$ cat config.mk
export PLATFORM = sky130hd
export DESIGN_NAME = adc_peak_detector
export DESIGN_NICKNAME = d
export VERILOG_FILES = /design/src/rtl/peak_det_pkg.sv /design/src/rtl/peak_det_timer.sv /design/src/rtl/adc_peak_detector.sv
export SDC_FILE = /design/constraint.sdc
export NUM_CORES = 1
export LEC_CHECK = 0
export ABC_AREA = 1
export BUFFER_PORTS_ARGS = -buffer_cell sky130_fd_sc_hd__buf_2
export CORE_MARGIN = 1.5
export CORE_UTILIZATION = 58
export CTS_BUF_LIST = sky130_fd_sc_hd__clkbuf_4
export CTS_CLUSTER_DIAMETER = 40
export DETAILED_ROUTE_END_ITERATION = 16
export PLACE_DENSITY = 0.83
export SLEW_MARGIN = 20
export SYNTH_ARGS = -nofsm -noshare
export SYNTH_HDL_FRONTEND = slang
export SYNTH_HIERARCHICAL = 1
export SYNTH_SLANG_ARGS = --single-unit
$ cat constraint.sdc
create_clock -name clk -period 2.6 [get_ports clk]
set_input_delay 0.26 -clock clk [delete_from_list [all_inputs] [get_ports clk]]
set_output_delay 0.26 -clock clk [all_outputs]
set_load 0.01 [all_outputs]
$ cat src/rtl/peak_det_pkg.sv
// ---------------------------------------------------------------------------
// peak_det_pkg
// Shared definitions for the ADC peak detector: the controller state
// encoding and the default values of the block parameters.
// No ports (package).
// ---------------------------------------------------------------------------
package peak_det_pkg;

   // Default parameter values used by adc_peak_detector
   localparam int DEF_WIDTH     = 12;
   localparam int DEF_FLAG_LEN  = 4;
   localparam int DEF_DEAD_LEN  = 16;
   localparam int DEF_MAX_TRACK = 64;

   // Width of the shared down-counter
   localparam int TIMER_WIDTH = 8;

   // Controller states
   typedef enum logic [2:0] {
      IDLE  = 3'd0,
      WAIT  = 3'd1,
      TRACK = 3'd2,
      FLAG  = 3'd3,
      DEAD  = 3'd4
   } state_t;

endpackage

$ cat src/rtl/peak_det_timer.sv
// ---------------------------------------------------------------------------
// peak_det_timer
// Loadable 8-bit down-counter with a zero flag. The peak detector reuses
// one instance to count tracked samples, flag cycles and dead-time cycles,
// since only one of those is ever active at a time.
//
// Ports:
//   clk          in   clock
//   reset        in   asynchronous active-high reset (count -> 0)
//   i_load       in   load i_loadValue (has priority over i_dec)
//   i_loadValue  in   8-bit value to load
//   i_dec        in   decrement by one, holding at zero
//   o_zero       out  count is zero
// ---------------------------------------------------------------------------
module peak_det_timer
   import peak_det_pkg::*;
(
   input  logic                   clk,
   input  logic                   reset,
   input  logic                   i_load,
   input  logic [TIMER_WIDTH-1:0] i_loadValue,
   input  logic                   i_dec,
   output logic                   o_zero
);

   logic [TIMER_WIDTH-1:0] r_count;

   // Load wins over decrement; decrementing stops at zero so a stray
   // decrement request can never wrap the counter around.
   always_ff @(posedge clk or posedge reset) begin
      if (reset) begin
         r_count <= '0;
      end else if (i_load) begin
         r_count <= i_loadValue;
      end else if (i_dec && (r_count != '0)) begin
         r_count <= r_count - 1'b1;
      end
   end

   assign o_zero = (r_count == '0);

endmodule

$ cat src/rtl/adc_peak_detector.sv
// ---------------------------------------------------------------------------
// adc_peak_detector
// Waits for an ADC sample above threshold, tracks the maximum of the pulse
// until it falls back to/below threshold (or MAX_TRACK samples have been
// seen), publishes the maximum on peak_value with a FLAG_LEN-cycle
// peak_flag, then ignores input for DEAD_LEN cycles.
//
// Ports:
//   clk          in   clock
//   reset        in   asynchronous active-high reset
//   adc_data     in   [WIDTH] ADC sample (unsigned)
//   adc_valid    in   sample strobe
//   threshold    in   [WIDTH] trigger level (strictly-greater triggers)
//   enable       in   arm; dropping it in WAIT/TRACK aborts the event
//   peak_value   out  [WIDTH] last published peak
//   peak_flag    out  high FLAG_LEN cycles after each accepted event
//   busy         out  high in TRACK, FLAG and DEAD
//   event_count  out  [16] accepted events, saturating
//
// Build option: define PEAK_DET_EVENT_COUNT_EN to include the event
// counter; otherwise event_count is tied to zero.
// ---------------------------------------------------------------------------
module adc_peak_detector
   import peak_det_pkg::*;
#(
   parameter int WIDTH     = DEF_WIDTH,
   parameter int FLAG_LEN  = DEF_FLAG_LEN,
   parameter int DEAD_LEN  = DEF_DEAD_LEN,
   parameter int MAX_TRACK = DEF_MAX_TRACK
) (
   input  logic             clk,
   input  logic             reset,
   input  logic [WIDTH-1:0] adc_data,
   input  logic             adc_valid,
   input  logic [WIDTH-1:0] threshold,
   input  logic             enable,
   output logic [WIDTH-1:0] peak_value,
   output logic             peak_flag,
   output logic             busy,
   output logic [15:0]      event_count
);

   // Timer reload values. The timer counts the cycles/samples still to go
   // after the current one, hence the -1 (flag, dead) and -2 (track: the
   // triggering sample already counts as the first).
   localparam logic [TIMER_WIDTH-1:0] FLAG_LOAD  = TIMER_WIDTH'(FLAG_LEN - 1);
   localparam logic [TIMER_WIDTH-1:0] DEAD_LOAD  =
      TIMER_WIDTH'((DEAD_LEN == 0) ? 0 : DEAD_LEN - 1);
   localparam logic [TIMER_WIDTH-1:0] TRACK_LOAD =
      TIMER_WIDTH'((MAX_TRACK >= 2) ? MAX_TRACK - 2 : 0);

   state_t                 r_state;
   logic [WIDTH-1:0]       r_peakReg;
   logic [WIDTH-1:0]       r_peakValue;
   logic                   r_peakFlag;
   logic                   r_busy;

   logic                   w_trigger;
   logic                   w_trackEnd;
   logic                   w_flagEntry;
   logic [WIDTH-1:0]       w_newMax;
   logic                   w_timerZero;
   logic                   w_timerLoad;
   logic                   w_timerDec;
   logic [TIMER_WIDTH-1:0] w_timerLoadValue;

   // Decisions shared by the state register and the timer control.
   // w_trackEnd is only meaningful with adc_valid in TRACK: the sample is
   // at/below threshold, or it is the MAX_TRACK-th sample of the event.
   always_comb begin
      w_trigger   = adc_valid && (adc_data > threshold);
      w_newMax    = (adc_data > r_peakReg) ? adc_data : r_peakReg;
      w_trackEnd  = (adc_data <= threshold) || w_timerZero;
      w_flagEntry = 1'b0;
      if (enable) begin
         if ((r_state == WAIT) && w_trigger && (MAX_TRACK == 1)) begin
            w_flagEntry = 1'b1;
         end else if ((r_state == TRACK) && adc_valid && w_trackEnd) begin
            w_flagEntry = 1'b1;
         end
      end
   end

   // Timer control: reload on every phase entry, decrement while a phase
   // runs. In TRACK only valid samples advance the count.
   always_comb begin
      w_timerLoad      = 1'b0;
      w_timerDec       = 1'b0;
      w_timerLoadValue = '0;
      if (w_flagEntry) begin
         w_timerLoad      = 1'b1;
         w_timerLoadValue = FLAG_LOAD;
      end else begin
         case (r_state)
            WAIT: begin
               if (enable && w_trigger) begin
                  w_timerLoad      = 1'b1;
                  w_timerLoadValue = TRACK_LOAD;
               end
            end
            TRACK: begin
               if (enable && adc_valid) begin
                  w_timerDec = 1'b1;
               end
            end
            FLAG: begin
               if (w_timerZero) begin
                  w_timerLoad      = (DEAD_LEN != 0);
                  w_timerLoadValue = DEAD_LOAD;
               end else begin
                  w_timerDec = 1'b1;
               end
            end
            DEAD: begin
               w_timerDec = 1'b1;
            end
            default: begin
            end
         endcase
      end
   end

   peak_det_timer uTimer (
      .clk         (clk),
      .reset       (reset),
      .i_load      (w_timerLoad),
      .i_loadValue (w_timerLoadValue),
      .i_dec       (w_timerDec),
      .o_zero      (w_timerZero)
   );

   // Main controller. peak_value is only written on entry to FLAG, so it
   // stays put through the flag window and across aborted events. busy and
   // peak_flag are registered alongside the state they describe.
   always_ff @(posedge clk or posedge reset) begin
      if (reset) begin
         r_state     <= IDLE;
         r_peakReg   <= '0;
         r_peakValue <= '0;
         r_peakFlag  <= 1'b0;
         r_busy      <= 1'b0;
      end else begin
         case (r_state)
            IDLE: begin
               if (enable) begin
                  r_state <= WAIT;
               end
            end
            WAIT: begin
               if (!enable) begin
                  r_state <= IDLE;
               end else if (w_trigger) begin
                  r_peakReg <= adc_data;
                  r_busy    <= 1'b1;
                  if (w_flagEntry) begin
                     r_peakValue <= adc_data;
                     r_peakFlag  <= 1'b1;
                     r_state     <= FLAG;
                  end else begin
                     r_state <= TRACK;
                  end
               end
            end
            TRACK: begin
               if (!enable) begin
                  r_state <= IDLE;
                  r_busy  <= 1'b0;
               end else if (adc_valid) begin
                  r_peakReg <= w_newMax;
                  if (w_flagEntry) begin
                     r_peakValue <= w_newMax;
                     r_peakFlag  <= 1'b1;
                     r_state     <= FLAG;
                  end
               end
            end
            FLAG: begin
               if (w_timerZero) begin
                  r_peakFlag <= 1'b0;
                  if (DEAD_LEN != 0) begin
                     r_state <= DEAD;
                  end else begin
                     r_state <= enable ? WAIT : IDLE;
                     r_busy  <= 1'b0;
                  end
               end
            end
            DEAD: begin
               if (w_timerZero) begin
                  r_state <= enable ? WAIT : IDLE;
                  r_busy  <= 1'b0;
               end
            end
            default: begin
               r_state    <= IDLE;
               r_peakFlag <= 1'b0;
               r_busy     <= 1'b0;
            end
         endcase
      end
   end

   assign peak_value = r_peakValue;
   assign peak_flag  = r_peakFlag;
   assign busy       = r_busy;

`ifdef PEAK_DET_EVENT_COUNT_EN
   logic [15:0] r_eventCount;

   // Counts accepted events (FLAG entries), sticking at all-ones.
   always_ff @(posedge clk or posedge reset) begin
      if (reset) begin
         r_eventCount <= '0;
      end else if (w_flagEntry && (r_eventCount != 16'hFFFF)) begin
         r_eventCount <= r_eventCount + 16'd1;
      end
   end

   assign event_count = r_eventCount;
`else
   assign event_count = 16'd0;
`endif

endmodule

== Word level (Yosys, flattened, before mapping) ==
Index checks and enable logic that the tools add are counted.
W data, S select, Z words.

* Register bits: 37
* Word-level logic and storage cells: 99

* $add $sub $neg: 1
* Magnitude comparators: 3
* Equality and inequality tests: 17
* Multiplexer cells: 51
* Bitwise logic cells: 2
* Reductions and logical operators: 19

{| class="wikitable"
|+ Operators by type and width
! cell !! count
|-
| $mux W12 || 11
|-
| $pmux W12 S2 || 2
|-
| $gt A12 B12 Y1 || 2
|-
| $mux W3 || 8
|-
| $ne A2 B2 Y1 const B || 10
|-
| $mux W1 || 19
|-
| $mux W8 || 2
|-
| $pmux W3 S5 || 1
|-
| $le A12 B12 Y1 || 1
|-
| $mux W6 || 2
|-
| $pmux W6 S2 || 1
|-
| $reduce_and A6 Y1 || 2
|-
| $reduce_and A5 Y1 || 2
|-
| $ne A3 B3 Y1 const B || 3
|-
| $logic_not A8 Y1 || 1
|-
| $pmux W1 S4 || 2
|-
| $reduce_bool A8 Y1 || 1
|-
| $sub A8 B1 Y8 const B || 1
|-
| $reduce_and A7 Y1 || 1
|-
| $eq A3 B2 Y1 const B || 2
|-
| $logic_and A1 B1 Y1 || 6
|-
| $mux W4 || 1
|-
| $reduce_bool A2 Y1 || 2
|-
| $reduce_or A2 Y1 || 2
|-
| 7 further kinds || 8
|}

== Depth between registers and ports, before layout ==
* Word-level depth: 9
* Gate-level depth with buffers: 19
* Depth with buffers taken out: 18

== Hierarchy ==
Netlist, hierarchy kept.

{| class="wikitable"
|+ By module, submodules not included
! module !! times used !! cells an instance !! area each (um2) !! seq. area each (um2)
|-
| adc_peak_detector || 1 || 335 || 2289.7 || 725.7
|-
| peak_det_timer || 1 || 91 || 624.3 || 200.2
|}

== Worst setup path after synthesis ==
OpenSTA, ideal clock, no wires.

* Path kind: flip-flop to flip-flop
* Start point: reg uTimer.r_count[0]
* End point: reg uTimer.r_count[1]
* Setup time: 0.118 ns
* Arrival time: 2.031 ns
* Required time: 2.482 ns
* Slack: 0.451 ns
* Stages on the path, launching flop included: 14
* Buffers on the path: 2
* Cell sequence: dfrtp_1 inv_2 ha_1 nand2_1 nor2_1 inv_1 nand3_1 nand2_4 buf_2 nand3_1 clkbuf_1 o21ai_0 nand2_1 o21ai_2

* Elaborated cells on any way between the ends: 20
* Classes of those cells: add/sub (1); mux (13); reduce/logical (6)

{| class="wikitable"
|+ RTL lines
! what !! line !! RTL
|-
| start, declared || peak_det_timer.sv:26 || <nowiki>logic [TIMER_WIDTH-1:0] r_count;</nowiki>
|-
| start signal, assigned || peak_det_timer.sv:34 || <nowiki>r_count <= i_loadValue;</nowiki>
|-
| start signal, assigned || peak_det_timer.sv:36 || <nowiki>r_count <= r_count - 1'b1;</nowiki>
|-
| $logic_not A8 Y1 * || peak_det_timer.sv:40 || <nowiki>assign o_zero = (r_count == '0);</nowiki>
|-
| net w_timerZero || adc_peak_detector.sv:62 || <nowiki>logic w_timerZero;</nowiki>
|-
| $logic_or A1 B1 Y1 || adc_peak_detector.sv:73 || <nowiki>w_trackEnd = (adc_data <= threshold) || w_timerZero;</nowiki>
|-
| $logic_and A1 B1 Y1 || adc_peak_detector.sv:78 || <nowiki>end else if ((r_state == TRACK) && adc_valid && w_trackEnd) begin</nowiki>
|-
| $mux W1 || adc_peak_detector.sv:78 ||
|-
| $mux W1 || adc_peak_detector.sv:75 || <nowiki>if (enable) begin</nowiki>
|-
| $mux W1 * || adc_peak_detector.sv:90 || <nowiki>if (w_flagEntry) begin</nowiki>
|-
| net w_timerLoad || adc_peak_detector.sv:63 || <nowiki>logic w_timerLoad;</nowiki>
|-
| $mux W8 / $reduce_bool A2 Y1 (equally long branches) || - ||
|}

The timed path passes the listed nets; every way through them passes the cells marked *. The select of a mux whose other input is x is not followed.
A chain may end at the register's enable or synchronous reset.

== Worst setup path in the final report ==
* Start point: reg uTimer.r_count[0]
* End point: reg uTimer.r_count[2]

* Longest elaborated chain between the ends: 8
* Elaborated cells on any way between the ends: 20
* Classes of those cells: add/sub (1); mux (13); reduce/logical (6)

{| class="wikitable"
|+ RTL lines
! what !! line !! RTL
|-
| $logic_not A8 Y1 * || peak_det_timer.sv:40 ||
|-
| net w_timerZero || adc_peak_detector.sv:62 ||
|-
| $logic_or A1 B1 Y1 || adc_peak_detector.sv:73 ||
|-
| $logic_and A1 B1 Y1 || adc_peak_detector.sv:78 ||
|-
| $mux W1 || adc_peak_detector.sv:78 ||
|-
| $mux W1 || adc_peak_detector.sv:75 ||
|-
| $mux W1 * || adc_peak_detector.sv:90 ||
|-
| net w_timerDec || adc_peak_detector.sv:64 || <nowiki>logic w_timerDec;</nowiki>
|-
| $logic_and A1 B1 Y1 * || peak_det_timer.sv:35 || <nowiki>end else if (i_dec && (r_count != '0)) begin</nowiki>
|-
| $reduce_bool A2 Y1 (no line) * || - ||
|}

Marked as above.

==> results.yml <==
layout:
  final_cell_mix: "nand2_1 (168), inv_1 (61), buf_2 (41)"
  antenna_cells: 0
  nNetsFinal: 526
  drive_gt1_frac: 0.165
  ff_latch_area_um2: 926
  fill_cells: 441
  layout_commonest_cell: "nand2_1"
  syn_to_final_growth_pct: 9.32
  multi_input_area_mm2: 0.00161
clocking:
  clock_sinks: 37
  htreeDepth: 2
  cts_buffers: 5
  cts_resized: 0
  clock_path_buffers: 2
  clk_pin_slew_ns: 0.11
  post-cts-setup-buffers: 0
  cts_tree: "done"
  clockRootBuffer: "clkbuf_4"
  insertion_delay_ns: 0.35
power:
  vdd_ir_drop_max_mv: 0.490
  power_density_mw_per_mm2: 906
  p_total_mw: 2.89
  leakagePower_nw: 1.93
yosys:
  synthDistinctLibCells: 34
  avgSynthCellArea_um2: 6.84
  synth_cells: 426
  ys_seq_area_frac: 0.318
  synth_warnings: 6
  synth-edff-count: 0
  synth_area_mm2: 0.00291
  ys_async_sr_fraction: 1.00
  yosys_most_used_dff: "dfrtp_1"
  ys_seq_elements: 37
floorplan:
  die_h_um: 73.9
  start_util: 0.609
  ios: 58
  die_area_mm2: 0.00546
  die_w_um: 73.9
  core_area_mm2: 0.00479
  row_count: 25
route:
  first_iter_violations: 148
  routed_wl_mm: 6.05
  antenna_left: 0
  vias: 2648
  first_pass_iters: 4
  viasPerCell: 4.90
  wl_per_cell_um: 11.2
  route.detailed.drc: 0
grt:
  grt_pass1_wl_mm: 10.4
  grt_start_max_net_pins: 30
  antenna_found_initial: 0
  first_global_vias: 2505
  grt-ovfl-total: 0
  grtUsageTotal: 0.246
worst_setup_path:
  crit_slowest_cell: "dfrtp_1"
  path_delay_family: "simple AND/OR/NAND/NOR gates"
  cp_common_cell: "nand2_1"
  crit_arrival_ns: 2.63
  crit_chain: "inv_2 -> ha_1 -> nand2_1 -> nor2_1 -> inv_1 -> nand3_1 -> nand2_4 -> inv_4 -> a31oi_1 -> o21ai_4 -> nand2_2 -> nand2_1 -> o21ai_2"
  critPathBufInv: 3
  crit_required_ns: 2.89
  crit_path_max_incr_delay_ns: 0.37
  r2r_slack_ns: 0.26
  timing.critical_path.from_type: "register"
  crit_path_max_fanout: 15
  cp-end-kind: "register"
  crit_type: "reg -> reg"
status:
  run_status: "complete, no violations"
sta:
  fin_crit_ns: 2.34
  post-route-period-util: 0.901
  fin_hold_ws_ns: 0.252
  hold_viol: 0
  rsz0062_at_grt: "no"
  finalSetupTns_ns: 0
  fmax_mhz: 427
  skew_ns: 0.00351
  drv_slew: 0
  finalSetupViolCount: 0
worst_hold_path:
  holdCritPathClass: "in -> reg"
place:
  portBuffers: 41
  gp_congestion: 0.866
  place_hpwl_mm: 4.80
flow_run:
  maxCapViolations: 0
flip-flops by register name, summed over array words and instances (netlist names):
| signal | flops |
|---|---|
| peak_value | 12 |
| r_peakReg | 12 |
| uTimer/r_count | 8 |
| r_state | 3 |
| busy | 1 |
| peak_flag | 1 |
stage by stage:
stage / instances / utilization / area [µm²] / worst slack (ns)
after global placement: 531 / 0.652 / 3120 / 0.190
after detailed placement: 531 / 0.652 / 3120 / 0.102
final: 540 / 0.666 / 3190 / 0.257
after CTS: 540 / 0.666 / 3190 / 0.272
after global routing: 540 / 0.666 / 3190 / 0.0749
after floorplan: 443 / - / 2980 / 0.451
Yosys cell counts, types with 2 or more instances:
master,count,area (µm²)
inv_2,5,18.8
nor2_4,2,22.5
o21ai_0,7,35.0
nand3_1,33,165
dfrtp_1,37,926
buf_4,17,128
o21ai_2,5,43.8
inv_1,61,229
nor3_1,2,10.0
ha_1,26,325
clkbuf_1,2,7.51
nand3_2,2,20.0
nor2_1,18,67.6
nand4_1,6,37.5
buf_2,3,15.0
nand2_1,168,631
a21oi_1,10,50.1
nand2_2,3,18.8
o21ai_1,2,10.0
buf_6,3,33.8
power by group:
group	switching, mW	internal, mW	total, mW
registers	0.218	0.837	1.06
logic	0.959	0.577	1.54
clock network	0.194	0.102	0.295
routing by layer:
layer / track usage / wire length, µm
met4: 0.0700 / 56
met5: 0 / 0
met2: 0.426 / 2940
met3: 0.0398 / 246
met1: 0.314 / 2810
cell type report:
class,count,share of cell area
clock buffer,5,0.0118
tap,67,0.0263
timing repair buffer,47,0.0793
clock inverter,3,0.00550
inverter,67,0.0797
sequential,37,0.291
multi-input combinational,314,0.507
worst register-to-register path, cell delays in order (launching register included):
cell	delay [ns]
dfrtp_1	0.37
inv_2	0.08
ha_1	0.22
nand2_1	0.13
nor2_1	0.08
inv_1	0.10
nand3_1	0.15
nand2_4	0.19
inv_4	0.10
a31oi_1	0.31
o21ai_4	0.12
nand2_2	0.25
nand2_1	0.11
o21ai_2	0.07
repair_timing:
item,CTS,global route
endpoints found under the hold margin,37,0
hold buffers,1,0
setup endpoints to repair,0,0
cells by family after synthesis:
logic type | after synthesis | synth area share
AO/OA/AOI/OAI | 31 | 0.0683
adder cells (fa/ha/maj) | 26 | 0.112
AND/OR/NAND/NOR | 239 | 0.351
buffers and inverters | 92 | 0.150
other | 1 | 0.00129
flip-flops | 37 | 0.318
worst paths after layout:
check | startpoint | endpoint | cells past startpoint
worst max-delay path | uTimer/r_count[0] | uTimer/r_count[2] | 13
worst min-delay path | adc_data[0] | r_peakReg[0] | 5
worst max register to register | uTimer/r_count[0] | uTimer/r_count[2] | 13
worst min register to register | peak_value[9] | peak_value[9] | 2
max in group asynchronous | reset | r_peakReg[5] | 4
min in group asynchronous | reset | uTimer/r_count[5] | 3
Note: power is estimated with default switching activity, not from simulation.
